**config.mk**
```make
export PLATFORM = sky130hd
export DESIGN_NAME = mem_access_stage_flat
export DESIGN_NICKNAME = d
export VERILOG_FILES = /design/src/rtl/mem_access_stage_pkg.sv /design/src/rtl/mem_access_stage_if.sv /design/src/rtl/mem_access_stage_load_align.sv /design/src/rtl/mem_access_stage.sv /design/src/flat_wrapper.sv
export SDC_FILE = /design/constraint.sdc
export NUM_CORES = 1
export LEC_CHECK = 0
export BUFFER_PORTS_ARGS = -buffer_cell sky130_fd_sc_hd__buf_2
export CAP_MARGIN = 20
export CELL_PAD_IN_SITES_DETAIL_PLACEMENT = 0
export CELL_PAD_IN_SITES_GLOBAL_PLACEMENT = 1
export CORE_UTILIZATION = 39
export CTS_CLUSTER_SIZE = 16
export DETAILED_ROUTE_END_ITERATION = 12
export PLACE_DENSITY_LB_ADDON = 0.1
export RECOVER_POWER = 100
export SYNTH_ARGS = -nofsm -noshare
export SYNTH_HDL_FRONTEND = slang
export SYNTH_SLANG_ARGS = --single-unit
```
**constraint.sdc**
```tcl
create_clock -name clk -period 3.4 [get_ports clk]
set_clock_uncertainty 0.1 [all_clocks]
set_input_delay 0.34 -clock clk [delete_from_list [all_inputs] [get_ports clk]]
set_output_delay 0.34 -clock clk [all_outputs]
set_load 0.03 [all_outputs]
```
**src/rtl/mem_access_stage_pkg.sv**
```systemverilog
// mem_access_stage_pkg
// Shared constants for the memory stage: memlen encodings, FSM state
// encoding, byte-enable constants and small lane helpers.
package mem_access_stage_pkg;

   localparam logic [1:0] LEN_BYTE = 2'b00;
   localparam logic [1:0] LEN_HALF = 2'b01;
   localparam logic [1:0] LEN_WORD = 2'b10;
   localparam logic [1:0] LEN_RSVD = 2'b11;   // decoded as word

   typedef enum logic {
      ST_IDLE = 1'b0,
      ST_WAIT = 1'b1
   } state_t;

   localparam logic [3:0] BE_HALF_LO = 4'b0011;
   localparam logic [3:0] BE_HALF_HI = 4'b1100;
   localparam logic [3:0] BE_WORD    = 4'b1111;

   function automatic logic [3:0] byte_en(input logic [1:0] len, input logic [1:0] off);
      case (len)
         LEN_BYTE: byte_en = 4'b0001 << off;
         LEN_HALF: byte_en = off[1] ? BE_HALF_HI : BE_HALF_LO;
         default:  byte_en = BE_WORD;
      endcase
   endfunction

   function automatic logic [31:0] store_lanes(input logic [1:0] len, input logic [31:0] data);
      case (len)
         LEN_BYTE: store_lanes = {4{data[7:0]}};
         LEN_HALF: store_lanes = {2{data[15:0]}};
         default:  store_lanes = data;
      endcase
   endfunction

   function automatic logic misaligned(input logic [1:0] len, input logic [1:0] off);
      case (len)
         LEN_BYTE: misaligned = 1'b0;
         LEN_HALF: misaligned = off[0];
         default:  misaligned = |off;
      endcase
   endfunction

endpackage

```
**src/rtl/mem_access_stage_if.sv**
```systemverilog
// mem_access_stage_if
// Data-memory request/ack bus.
//   master (stage):  dm_req_o, dm_we_o, dm_addr_o, dm_be_o, dm_wdata_o out; dm_ack_i, dm_rdata_i in
//   slave  (memory): the reverse
interface mem_access_stage_if #(
   parameter int ADDR_W = 32,
   parameter int DATA_W = 32
);
   logic              dm_req_o;
   logic              dm_we_o;
   logic [ADDR_W-1:0] dm_addr_o;
   logic [3:0]        dm_be_o;
   logic [DATA_W-1:0] dm_wdata_o;
   logic              dm_ack_i;
   logic [DATA_W-1:0] dm_rdata_i;

   modport master (
      output dm_req_o, dm_we_o, dm_addr_o, dm_be_o, dm_wdata_o,
      input  dm_ack_i, dm_rdata_i
   );

   modport slave (
      input  dm_req_o, dm_we_o, dm_addr_o, dm_be_o, dm_wdata_o,
      output dm_ack_i, dm_rdata_i
   );
endinterface

```
**src/rtl/mem_access_stage_load_align.sv**
```systemverilog
// mem_access_stage_load_align
// Combinational load-data alignment: picks the byte/half lane addressed by
// off_i out of a 32-bit memory word and sign- or zero-extends it.
//   rdata_i  memory word        off_i  addr[1:0]
//   len_i    memlen encoding    sext_i 1 = sign extend
//   data_o   aligned, extended load value
module mem_access_stage_load_align
   import mem_access_stage_pkg::*;
(
   input  logic [31:0] rdata_i,
   input  logic [1:0]  off_i,
   input  logic [1:0]  len_i,
   input  logic        sext_i,
   output logic [31:0] data_o
);
   logic [7:0]  byte_sel;
   logic [15:0] half_sel;

   always_comb begin
      byte_sel = rdata_i[{off_i, 3'b000} +: 8];
      half_sel = off_i[1] ? rdata_i[31:16] : rdata_i[15:0];
      case (len_i)
         LEN_BYTE: data_o = {{24{sext_i & byte_sel[7]}}, byte_sel};
         LEN_HALF: data_o = {{16{sext_i & half_sel[15]}}, half_sel};
         default:  data_o = rdata_i;
      endcase
   end
endmodule

```
**src/rtl/mem_access_stage.sv**
```systemverilog
// mem_access_stage
// Pipeline memory stage: accepts the execute bundle, runs at most one
// load/store over the dm req/ack bus, and registers the write-back bundle.
//   clk, rst (async, active low)
//   valid_i/ready_o + execute bundle in (aluout_i, rd2_i, memre_i, memwe_i,
//     memlen_i, memsext_i, regwe_i, wa_i)
//   dm          data-memory bus (master modport)
//   valid_o, regwe_o, wa_o, wd_o   write-back bundle (valid_o pulses once)
//   fwd_we_o, fwd_wa_o, fwd_busy_o hazard/forwarding view of the stage
//   exc_o       misaligned-access flag
// Build option: MEM_MISALIGN_EXC_EN turns misaligned half/word accesses into
// an exception instead of a silently aligned access.
//
// state   | meaning
// --------+-------------------------------------------------------------
// IDLE    | ready for a new bundle; ALU ops retire straight to output
// WAIT    | load/store request on the bus, stall upstream until ack
module mem_access_stage
   import mem_access_stage_pkg::*;
#(
   parameter int ADDR_W = 32,
   parameter int DATA_W = 32
) (
   input  logic              clk,
   input  logic              rst,
   input  logic              valid_i,
   output logic              ready_o,
   input  logic [DATA_W-1:0] aluout_i,
   input  logic [DATA_W-1:0] rd2_i,
   input  logic              memre_i,
   input  logic              memwe_i,
   input  logic [1:0]        memlen_i,
   input  logic              memsext_i,
   input  logic              regwe_i,
   input  logic [4:0]        wa_i,
   mem_access_stage_if.master dm,
   output logic              valid_o,
   output logic              regwe_o,
   output logic [4:0]        wa_o,
   output logic [DATA_W-1:0] wd_o,
   output logic              fwd_we_o,
   output logic [4:0]        fwd_wa_o,
   output logic              fwd_busy_o,
   output logic              exc_o
);
   state_t            state_q, state_d;
   logic [DATA_W-1:0] cap_alu_q, cap_alu_d;
   logic [DATA_W-1:0] cap_wdata_q, cap_wdata_d;
   logic [3:0]        cap_be_q, cap_be_d;
   logic              cap_store_q, cap_store_d;
   logic [1:0]        cap_len_q, cap_len_d;
   logic              cap_sext_q, cap_sext_d;
   logic              cap_regwe_q, cap_regwe_d;
   logic [4:0]        cap_wa_q, cap_wa_d;
   logic              valid_q, valid_d;
   logic              regwe_q, regwe_d;
   logic [4:0]        wa_q, wa_d;
   logic [DATA_W-1:0] wd_q, wd_d;
   logic [DATA_W-1:0] load_data;
   logic              mem_op;
   logic              bad_align;
`ifdef MEM_MISALIGN_EXC_EN
   logic              exc_q, exc_d;
`endif

   assign mem_op = memre_i | memwe_i;

`ifdef MEM_MISALIGN_EXC_EN
   assign bad_align = misaligned(memlen_i, aluout_i[1:0]);
`else
   assign bad_align = 1'b0;
`endif

   mem_access_stage_load_align u_load_align (
      .rdata_i (dm.dm_rdata_i),
      .off_i   (cap_alu_q[1:0]),
      .len_i   (cap_len_q),
      .sext_i  (cap_sext_q),
      .data_o  (load_data)
   );

   always_comb begin
      state_d     = state_q;
      cap_alu_d   = cap_alu_q;
      cap_wdata_d = cap_wdata_q;
      cap_be_d    = cap_be_q;
      cap_store_d = cap_store_q;
      cap_len_d   = cap_len_q;
      cap_sext_d  = cap_sext_q;
      cap_regwe_d = cap_regwe_q;
      cap_wa_d    = cap_wa_q;
      valid_d     = 1'b0;
      regwe_d     = regwe_q;
      wa_d        = wa_q;
      wd_d        = wd_q;
`ifdef MEM_MISALIGN_EXC_EN
      exc_d       = 1'b0;
`endif
      case (state_q)
         ST_IDLE: begin
            if (valid_i) begin
               if (!mem_op || bad_align) begin
                  // ALU op, or a rejected misaligned access that never
                  // reaches the bus and must not write a register.
                  valid_d = 1'b1;
                  regwe_d = regwe_i & ~mem_op;
                  wa_d    = wa_i;
                  wd_d    = aluout_i;
`ifdef MEM_MISALIGN_EXC_EN
                  exc_d   = mem_op;
`endif
               end else begin
                  // memwe wins when both controls are set.
                  cap_alu_d   = aluout_i;
                  cap_wdata_d = store_lanes(memlen_i, rd2_i);
                  cap_be_d    = byte_en(memlen_i, aluout_i[1:0]);
                  cap_store_d = memwe_i;
                  cap_len_d   = memlen_i;
                  cap_sext_d  = memsext_i;
                  cap_regwe_d = regwe_i;
                  cap_wa_d    = wa_i;
                  state_d     = ST_WAIT;
               end
            end
         end
         ST_WAIT: begin
            if (dm.dm_ack_i) begin
               valid_d = 1'b1;
               regwe_d = cap_regwe_q & ~cap_store_q;
               wa_d    = cap_wa_q;
               wd_d    = cap_store_q ? cap_alu_q : load_data;
               state_d = ST_IDLE;
            end
         end
         default: state_d = ST_IDLE;
      endcase
   end

   always_ff @(posedge clk or negedge rst) begin
      if (!rst) begin
         state_q     <= ST_IDLE;
         cap_alu_q   <= '0;
         cap_wdata_q <= '0;
         cap_be_q    <= '0;
         cap_store_q <= 1'b0;
         cap_len_q   <= '0;
         cap_sext_q  <= 1'b0;
         cap_regwe_q <= 1'b0;
         cap_wa_q    <= '0;
         valid_q     <= 1'b0;
         regwe_q     <= 1'b0;
         wa_q        <= '0;
         wd_q        <= '0;
`ifdef MEM_MISALIGN_EXC_EN
         exc_q       <= 1'b0;
`endif
      end else begin
         state_q     <= state_d;
         cap_alu_q   <= cap_alu_d;
         cap_wdata_q <= cap_wdata_d;
         cap_be_q    <= cap_be_d;
         cap_store_q <= cap_store_d;
         cap_len_q   <= cap_len_d;
         cap_sext_q  <= cap_sext_d;
         cap_regwe_q <= cap_regwe_d;
         cap_wa_q    <= cap_wa_d;
         valid_q     <= valid_d;
         regwe_q     <= regwe_d;
         wa_q        <= wa_d;
         wd_q        <= wd_d;
`ifdef MEM_MISALIGN_EXC_EN
         exc_q       <= exc_d;
`endif
      end
   end

   assign ready_o       = (state_q == ST_IDLE);
   assign dm.dm_req_o   = (state_q == ST_WAIT);
   assign dm.dm_we_o    = (state_q == ST_WAIT) & cap_store_q;
   assign dm.dm_addr_o  = {cap_alu_q[ADDR_W-1:2], 2'b00};
   assign dm.dm_be_o    = cap_be_q;
   assign dm.dm_wdata_o = cap_wdata_q;

   assign valid_o = valid_q;
   assign regwe_o = regwe_q;
   assign wa_o    = wa_q;
   assign wd_o    = wd_q;

   // In WAIT the hazard view is the captured instruction; otherwise it is the
   // bundle currently presented to writeback.
   assign fwd_we_o   = (state_q == ST_WAIT) ? (cap_regwe_q & ~cap_store_q) : (valid_q & regwe_q);
   assign fwd_wa_o   = (state_q == ST_WAIT) ? cap_wa_q : wa_q;
   assign fwd_busy_o = (state_q == ST_WAIT) & ~cap_store_q;

`ifdef MEM_MISALIGN_EXC_EN
   assign exc_o = exc_q;
`else
   assign exc_o = 1'b0;
`endif
endmodule

```
**src/flat_wrapper.sv**
```systemverilog
// flat-port wrapper written by rule: the top's interface ports become plain ports
module mem_access_stage_flat import mem_access_stage_pkg::*;
#(
   parameter int ADDR_W = 32,
   parameter int DATA_W = 32
)
  (clk, rst, valid_i, ready_o, aluout_i, rd2_i, memre_i, memwe_i, memlen_i, memsext_i, regwe_i, wa_i, valid_o, regwe_o, wa_o, wd_o, fwd_we_o, fwd_wa_o, fwd_busy_o, exc_o, dm_dm_req_o, dm_dm_we_o, dm_dm_addr_o, dm_dm_be_o, dm_dm_wdata_o, dm_dm_ack_i, dm_dm_rdata_i);
  mem_access_stage_if #(.ADDR_W(ADDR_W), .DATA_W(DATA_W)) dm_i ();
  input  logic clk;
  input  logic rst;
  input  logic valid_i;
  output logic ready_o;
  input  logic [DATA_W-1:0] aluout_i;
  input  logic [DATA_W-1:0] rd2_i;
  input  logic memre_i;
  input  logic memwe_i;
  input  logic [1:0] memlen_i;
  input  logic memsext_i;
  input  logic regwe_i;
  input  logic [4:0] wa_i;
  output logic valid_o;
  output logic regwe_o;
  output logic [4:0] wa_o;
  output logic [DATA_W-1:0] wd_o;
  output logic fwd_we_o;
  output logic [4:0] fwd_wa_o;
  output logic fwd_busy_o;
  output logic exc_o;
  output wire logic [$bits(dm_i.dm_req_o)-1:0] dm_dm_req_o;
  output wire logic [$bits(dm_i.dm_we_o)-1:0] dm_dm_we_o;
  output wire logic [$bits(dm_i.dm_addr_o)-1:0] dm_dm_addr_o;
  output wire logic [$bits(dm_i.dm_be_o)-1:0] dm_dm_be_o;
  output wire logic [$bits(dm_i.dm_wdata_o)-1:0] dm_dm_wdata_o;
  input wire logic [$bits(dm_i.dm_ack_i)-1:0] dm_dm_ack_i;
  input wire logic [$bits(dm_i.dm_rdata_i)-1:0] dm_dm_rdata_i;
  assign dm_dm_req_o = dm_i.dm_req_o;
  assign dm_dm_we_o = dm_i.dm_we_o;
  assign dm_dm_addr_o = dm_i.dm_addr_o;
  assign dm_dm_be_o = dm_i.dm_be_o;
  assign dm_dm_wdata_o = dm_i.dm_wdata_o;
  assign dm_i.dm_ack_i = dm_dm_ack_i;
  assign dm_i.dm_rdata_i = dm_dm_rdata_i;
  mem_access_stage #(.ADDR_W(ADDR_W), .DATA_W(DATA_W)) u_core (.clk(clk), .rst(rst), .valid_i(valid_i), .ready_o(ready_o), .aluout_i(aluout_i), .rd2_i(rd2_i), .memre_i(memre_i), .memwe_i(memwe_i), .memlen_i(memlen_i), .memsext_i(memsext_i), .regwe_i(regwe_i), .wa_i(wa_i), .dm(dm_i), .valid_o(valid_o), .regwe_o(regwe_o), .wa_o(wa_o), .wd_o(wd_o), .fwd_we_o(fwd_we_o), .fwd_wa_o(fwd_wa_o), .fwd_busy_o(fwd_busy_o), .exc_o(exc_o));
endmodule
```
==> results.toml, run 1 <==
[power_and_ir_drop]
ir_worst_vdd_uv = 356
pwr-share-seq = 0.365
sw_frac_of_total = 0.409
p_leak_nw = 3.47
power.share.combinational = 0.351
p_int_mw = 3.40
clkPwrFrac = 0.284
powerDensity_nw_per_um2 = 778
power_switching_mw = 2.35

[run_status]
outcome = "complete, but fails checks"
violations = "max-capacitance violations, max-slew violations"

[worst_setup_path]
endpoint_kind = "output pin"
start_kind = "flop"
crit_chain = "and2_0, buf_2"
crit_arrival_ns = 2.51
cpPeakStageDelay_ns = 0.88
critPathSlowestCell = "dfrtp_1"
path_class = "flop to output pin"
crit_required_ns = 2.96
crit_fanout = 24

[grt]
grt_pass1_wl_mm = 29.3
gr-total-overflow = 0
antenna_found_initial = 0
grt_pass1_vias = 5154
track_usage = 0.243
grt_max_degree = 72

[floorplanning]
die_h_um = 126
pin_count = 229
start_util = 0.407
die_w_um = 126
dieArea_sq_um = 15900
rows = 44
core_area_sq_um = 14800

[sta]
final.setup.tns_ns = 0
slew_headroom = -0.0685
post-route-period-util = 0.867
rsz0062_at_grt = "no"
slew_viol_final = 33
worstMarginPinSlew_ns = 1.60
setup-violations-final = 0
fin_ws_ns = 0.451
fmax_mhz = 339
min_period_ns = 2.95
hold_violations = 0

[routing]
vias = 5450
wl_met3_mm = 1.64
routed_wl_mm = 18.9
final_antenna_net_count = 0
drt_iter0_drc = 463
drt-met1-wl_mm = 8.08
drc = 0
dr.max_layer_used = "met4"
dr.pass1.iters = 6
routed_wire_length_per_instance_um = 18.4
viasPerCell = 5.32
dr_wl_met2_mm = 8.89

[cells_and_area]
ff_latch_area_sq_um = 2950
fin_nets = 941
drive_gt1_frac = 0.198
multi_input_area_sq_um = 2590
final_cell_count_no_fill = 1024
num_antenna_cells = 0
fill_cells = 1509
stdcell_area_sq_um = 7390
syn2layout_area_growth_pct = 23.1

[synthesis]
syn_inst = 653
synth-edff-count = 0
avgSynthCellArea_sq_um = 9.19
synth.ff_latch_count = 118
synth_warnings = 0
synthFlopType = "dfrtp_1"
synth_top_cells_by_count = "181 x nand2_1, 118 x dfrtp_1, 46 x nor2_1, 41 x o21ai_0, 34 x buf_4"
synth_cell_types = 45
yosysMostFrequentCell = "nand2_1"
ys_seq_area_frac = 0.492
async_flop_share = 1.00
synth_top_cell_area_share = 0.492
synthesis.area_sq_um = 6000
synth_top_cell_by_area = "dfrtp_1"
netlist_top_cells_area = "dfrtp_1 49%, nand2_1 11%, mux2i_1 5.3%, buf_4 4.3%, o21ai_0 3.4%"

[clocking]
path_clk_slew_ns = 0.05
ctsLongestPathBuffers = 2
cts_buffers = 17
clockRootBuffer = "clkbuf_16"
cts_sinks = 118
htreeDepth = 4
cts-resized-gates = 0
cts_tree = "done"
clk-insertion-delay-late_ns = 0.41

[run]
cap_violations = 1

[placed_design]
dpl-instance-area_sq_um = 7020
place_inst = 993
dp_hpwl_mm = 13.5
pre_cts_ws_ns = 1.11
gp_congestion = 0.829
portBuffers = 225

[hold_path]
hold_path_class = "input port to flop"
path summary, 6_finish.rpt:
check                                                startpoint                                   end  slack, ns  cells after the start
min in group asynchronous                                   rst       u_core.cap_alu_q[5]$_DFFE_PN0P_       0.65                      2
min                                                aluout_i[27]      u_core.cap_alu_q[27]$_DFFE_PN0P_       0.04                      3
max                              u_core.cap_store_q$_DFFE_PN0P_                            dm_dm_we_o       0.45                      2
max in group asynchronous                                   rst           u_core.wd_o[13]$_DFFE_PN0P_       0.82                      3
max reg2reg                        u_core.dm.dm_req_o$_DFF_PN0_            u_core.wd_o[0]$_DFFE_PN0P_       0.58                      5
min reg2reg                u_core.dm.dm_wdata_o[22]$_DFFE_PN0P_  u_core.dm.dm_wdata_o[22]$_DFFE_PN0P_       0.38                      2
metrics by stage:
step | power (mW) | utilization | hold slack, ns
finish | 5.75 | 0.501 | 0.0392
global route | 6.05 | 0.501 | 0.0326
CTS | 5.90 | 0.513 | 0.0170
detailed placement | 4.25 | 0.475 | 0.321
global placement | 4.21 | 0.475 | 0.320
floorplan | 3.63 | - | -0.0556
power by group through the flow:
stage               combinational (mW)  sequential (mW)  clock [mW]
floorplan                         1.12             2.51           0
global placement                  2.12             2.09           0
detailed placement                2.14             2.10           0
CTS                               2.15             2.09        1.67
global route                      2.17             2.15        1.73
finish                            2.02             2.10        1.63
worst max-delay path: cells and delay by family (launching register included):
| kind | cells | cell delay (ns) |
|---|---|---|
| DFF | 1 | 0.88 |
| and+or+nand+nor | 1 | 0.86 |
| buffers and inverters | 1 | 0.34 |
layout make-up:
type / instances / share of cell area
multi-input cells: 454 / 0.351
well taps: 184 / 0.0312
repair buffers: 234 / 0.144
clock inverters: 5 / 0.00677
inverters: 5 / 0.00254
flip-flops and latches: 118 / 0.400
clock buffers: 24 / 0.0652
state kept, by name (all words and copies together), names as in the netlist:
register	count
u_core.cap_alu_q	32
u_core.cap_len_q	2
u_core.cap_regwe_q	1
u_core.cap_sext_q	1
u_core.cap_store_q	1
u_core.cap_wa_q	5
u_core.dm.dm_be_o	4
u_core.dm.dm_req_o	1
u_core.dm.dm_wdata_o	32
u_core.regwe_o	1
u_core.valid_o	1
u_core.wa_o	5
u_core.wd_o	32
cell usage in the layout (no fill, tap or decap), types with 2 or more instances in the layout:
cell	n
nand2_1	181
clkbuf_1	118
dfrtp_1	118
buf_2	111
nor2_1	46
o21ai_0	40
mux2i_1	32
a21oi_1	30
clkbuf_16	17
o22a_1	16
a221oi_1	15
a22oi_1	13
mux2_2	12
nor2b_1	11
o32ai_1	8
o22ai_1	7
a31oi_1	6
a222oi_1	6
inv_1	5
nand3b_1	4
clkinv_2	4
nand2b_1	3
conb_1	3
clkbuf_8	3
buf_4	3
dlygate4sd3_1	2
clkbuf_2	2
layer usage:
layer	vias to the layer above	global-route usage
li1	2586	-
met4	0	0.0815
met2	215	0.371
met1	2629	0.329
met3	20	0.0718
met5	-	0
kinds of logic (layout without fill, tap and decap cells):
group	after synthesis	count (layout)	synth area share
flip-flops	118	118	0.492
multiplexers	45	45	0.0796
AO/OA/AOI/OAI	154	154	0.179
other	1	3	0.000625
AND/OR/NAND/NOR	252	252	0.171
buffers and inverters	83	268	0.0782
repair_timing:
action,in CTS,in global routing
hold endpoints to repair,51,0
hold buffers,2,0
setup buffers,0,0
No activity file was read; power rests on OpenSTA's default activity.
==> inputs of run 2 (changes only) <==
--- a/config.mk
+++ b/config.mk
@@ -9,7 +9,8 @@
 export CAP_MARGIN = 20
 export CELL_PAD_IN_SITES_DETAIL_PLACEMENT = 0
 export CELL_PAD_IN_SITES_GLOBAL_PLACEMENT = 1
-export CORE_UTILIZATION = 39
+export CORE_MARGIN = 2
+export CORE_UTILIZATION = 36
 export CTS_CLUSTER_SIZE = 16
 export DETAILED_ROUTE_END_ITERATION = 12
 export PLACE_DENSITY_LB_ADDON = 0.1
==> constraint.sdc (replaced) <==
create_clock -name clk -period 3.17 [get_ports clk]
set_clock_uncertainty 0.1 [all_clocks]
set_input_delay 0.317 -clock clk [delete_from_list [all_inputs] [get_ports clk]]
set_output_delay 0.317 -clock clk [all_outputs]
set_load 0.03 [all_outputs]
==> results.toml, run 2 (synthesis gave the netlist of run 1 again) <==
[run]
cap_violations = 0

[routing]
dr.pass1.iters = 7
final_antenna_net_count = 0
vias = 5517
drc = 0
routed_wire_length_per_instance_um = 18.3
routed_wl_mm = 19.9
drt_iter0_drc = 320
viasPerCell = 5.09

[worst_setup_path]
crit_required_ns = 2.75
start_kind = "flop"
endpoint_kind = "output pin"
crit_arrival_ns = 2.32
crit_fanout = 32
path_class = "flop to output pin"

[clocking]
cts_sinks = 118
clockRootBuffer = "clkbuf_16"
cts_setup_buffers = 0
cts_tree = "done"
cts_buffers = 17
path_clk_slew_ns = 0.06
htreeDepth = 4
clk-insertion-delay-late_ns = 0.41
cts-resized-gates = 0
ctsLongestPathBuffers = 2

[run_status]
outcome = "finished clean"

[cells_and_area]
fin_nets = 957
layout_commonest_cell = "nand2_1"
drive_gt1_frac = 0.210
syn2layout_area_growth_pct = 28.2
layout_common_cells = "181 x nand2_1, 117 x dfrtp_1, 112 x buf_2, 112 x clkbuf_1, 46 x nor2_1"
final_cell_count_no_fill = 1083
fill_cells = 1698

[sta]
worstMarginPinSlew_ns = 1.28
slew_headroom = 0.144
slew_viol_final = 0
post-route-period-util = 0.865
min_period_ns = 2.74
final.setup.tns_ns = 0
hold_violations = 0
setup-violations-final = 0
fmax_mhz = 365
rsz0062_at_grt = "no"

[power_and_ir_drop]
ir_worst_vdd_uv = 393
p_leak_nw = 3.58
powerDensity_nw_per_um2 = 848

[floorplanning]
pin_count = 229
core_area_sq_um = 16500
start_util = 0.365
die_h_um = 133
die_w_um = 133
dieArea_sq_um = 17700
rows = 47

[placed_design]
place_inst = 1032
dp_hpwl_mm = 14.3
portBuffers = 225
gp_congestion = 0.783

[hold_path]
hold_path_class = "input port to flop"

[grt]
gr-total-overflow = 0
antenna_found_initial = 5
grt_max_degree = 61
track_usage = 0.224
grt_pass1_vias = 5516
grt_pass1_wl_mm = 30.7
==> run 2: path summary, 6_finish.rpt <==
kind	start	end	slack, ns	cells after the start
worst min register to register	u_core.dm.dm_be_o[2]$_DFFE_PN0P_	u_core.dm.dm_be_o[2]$_DFFE_PN0P_	0.38	2
worst max-delay path	u_core.dm.dm_req_o$_DFF_PN0_	fwd_busy_o	0.43	3
worst min-delay path	aluout_i[14]	u_core.cap_alu_q[14]$_DFFE_PN0P_	0.02	3
max in group asynchronous	rst	u_core.wa_o[1]$_DFFE_PN0P_	1.07	3
worst max register to register	u_core.dm.dm_req_o$_DFF_PN0_	u_core.wd_o[28]$_DFFE_PN0P_	0.55	5
min in group asynchronous	rst	u_core.cap_alu_q[5]$_DFFE_PN0P_	0.29	2
==> run 2: critical path: stages (launching register included) <==
cell and delay [ns]:
dfrtp_2 0.62, clkbuf_2 0.59, and2b_2 0.32, clkbuf_1 0.38
==> run 2: through the flow <==
step	total power, mW	hold slack [ns]	utilization	worst slack (ns)	instance area (sq um)
2_1_floorplan	3.89	-0.0786	-	1.07	6010
3_5_place_dp	4.58	0.207	0.430	0.890	7080
4_1_cts	6.71	0.0000707	0.478	0.608	7880
6_report	6.52	0.0158	0.467	0.428	7700
5_1_grt	6.87	0.00803	0.467	0.257	7690
3_3_place_gp	4.54	0.210	0.430	0.941	7080
==> run 2: what timing repair did <==
item | 4_1_cts | 5_1_grt
hold buffers | 15 | 0
setup endpoints to repair | 0 | 0
endpoints found under the hold margin | 46 | 0
==> run 2: area by class of cell <==
cell class | count | area, sq um | share of cell area
inverters | 5 | 18.8 | 0.00244
flip-flops and latches | 118 | 2950 | 0.384
multi-input cells | 454 | 2600 | 0.337
repair buffers | 250 | 1200 | 0.156
diodes | 4 | 10.0 | 0.00130
well taps | 220 | 275 | 0.0358
clock buffers | 20 | 467 | 0.0606
clock inverters | 12 | 175 | 0.0228
==> run 2: power breakdown <==
part | internal [mW] | total, mW | leakage (nW) | switching [mW]
clock network | 1.38 | 2.08 | 0.308 | 0.707
logic | 0.640 | 2.20 | 1.86 | 1.56
registers | 1.90 | 2.24 | 1.41 | 0.342
==> run 2: per-layer routing <==
metal / vias to the layer above / part of all wire / GRT usage / routed length [um]
met5: - / 0.00065 / 0 / 13
met4: 2 / 0.028 / 0.0963 / 565
met3: 33 / 0.078 / 0.0677 / 1550
met2: 224 / 0.47 / 0.356 / 9340
met1: 2630 / 0.42 / 0.285 / 8380
li1: 2628 / - / - / -
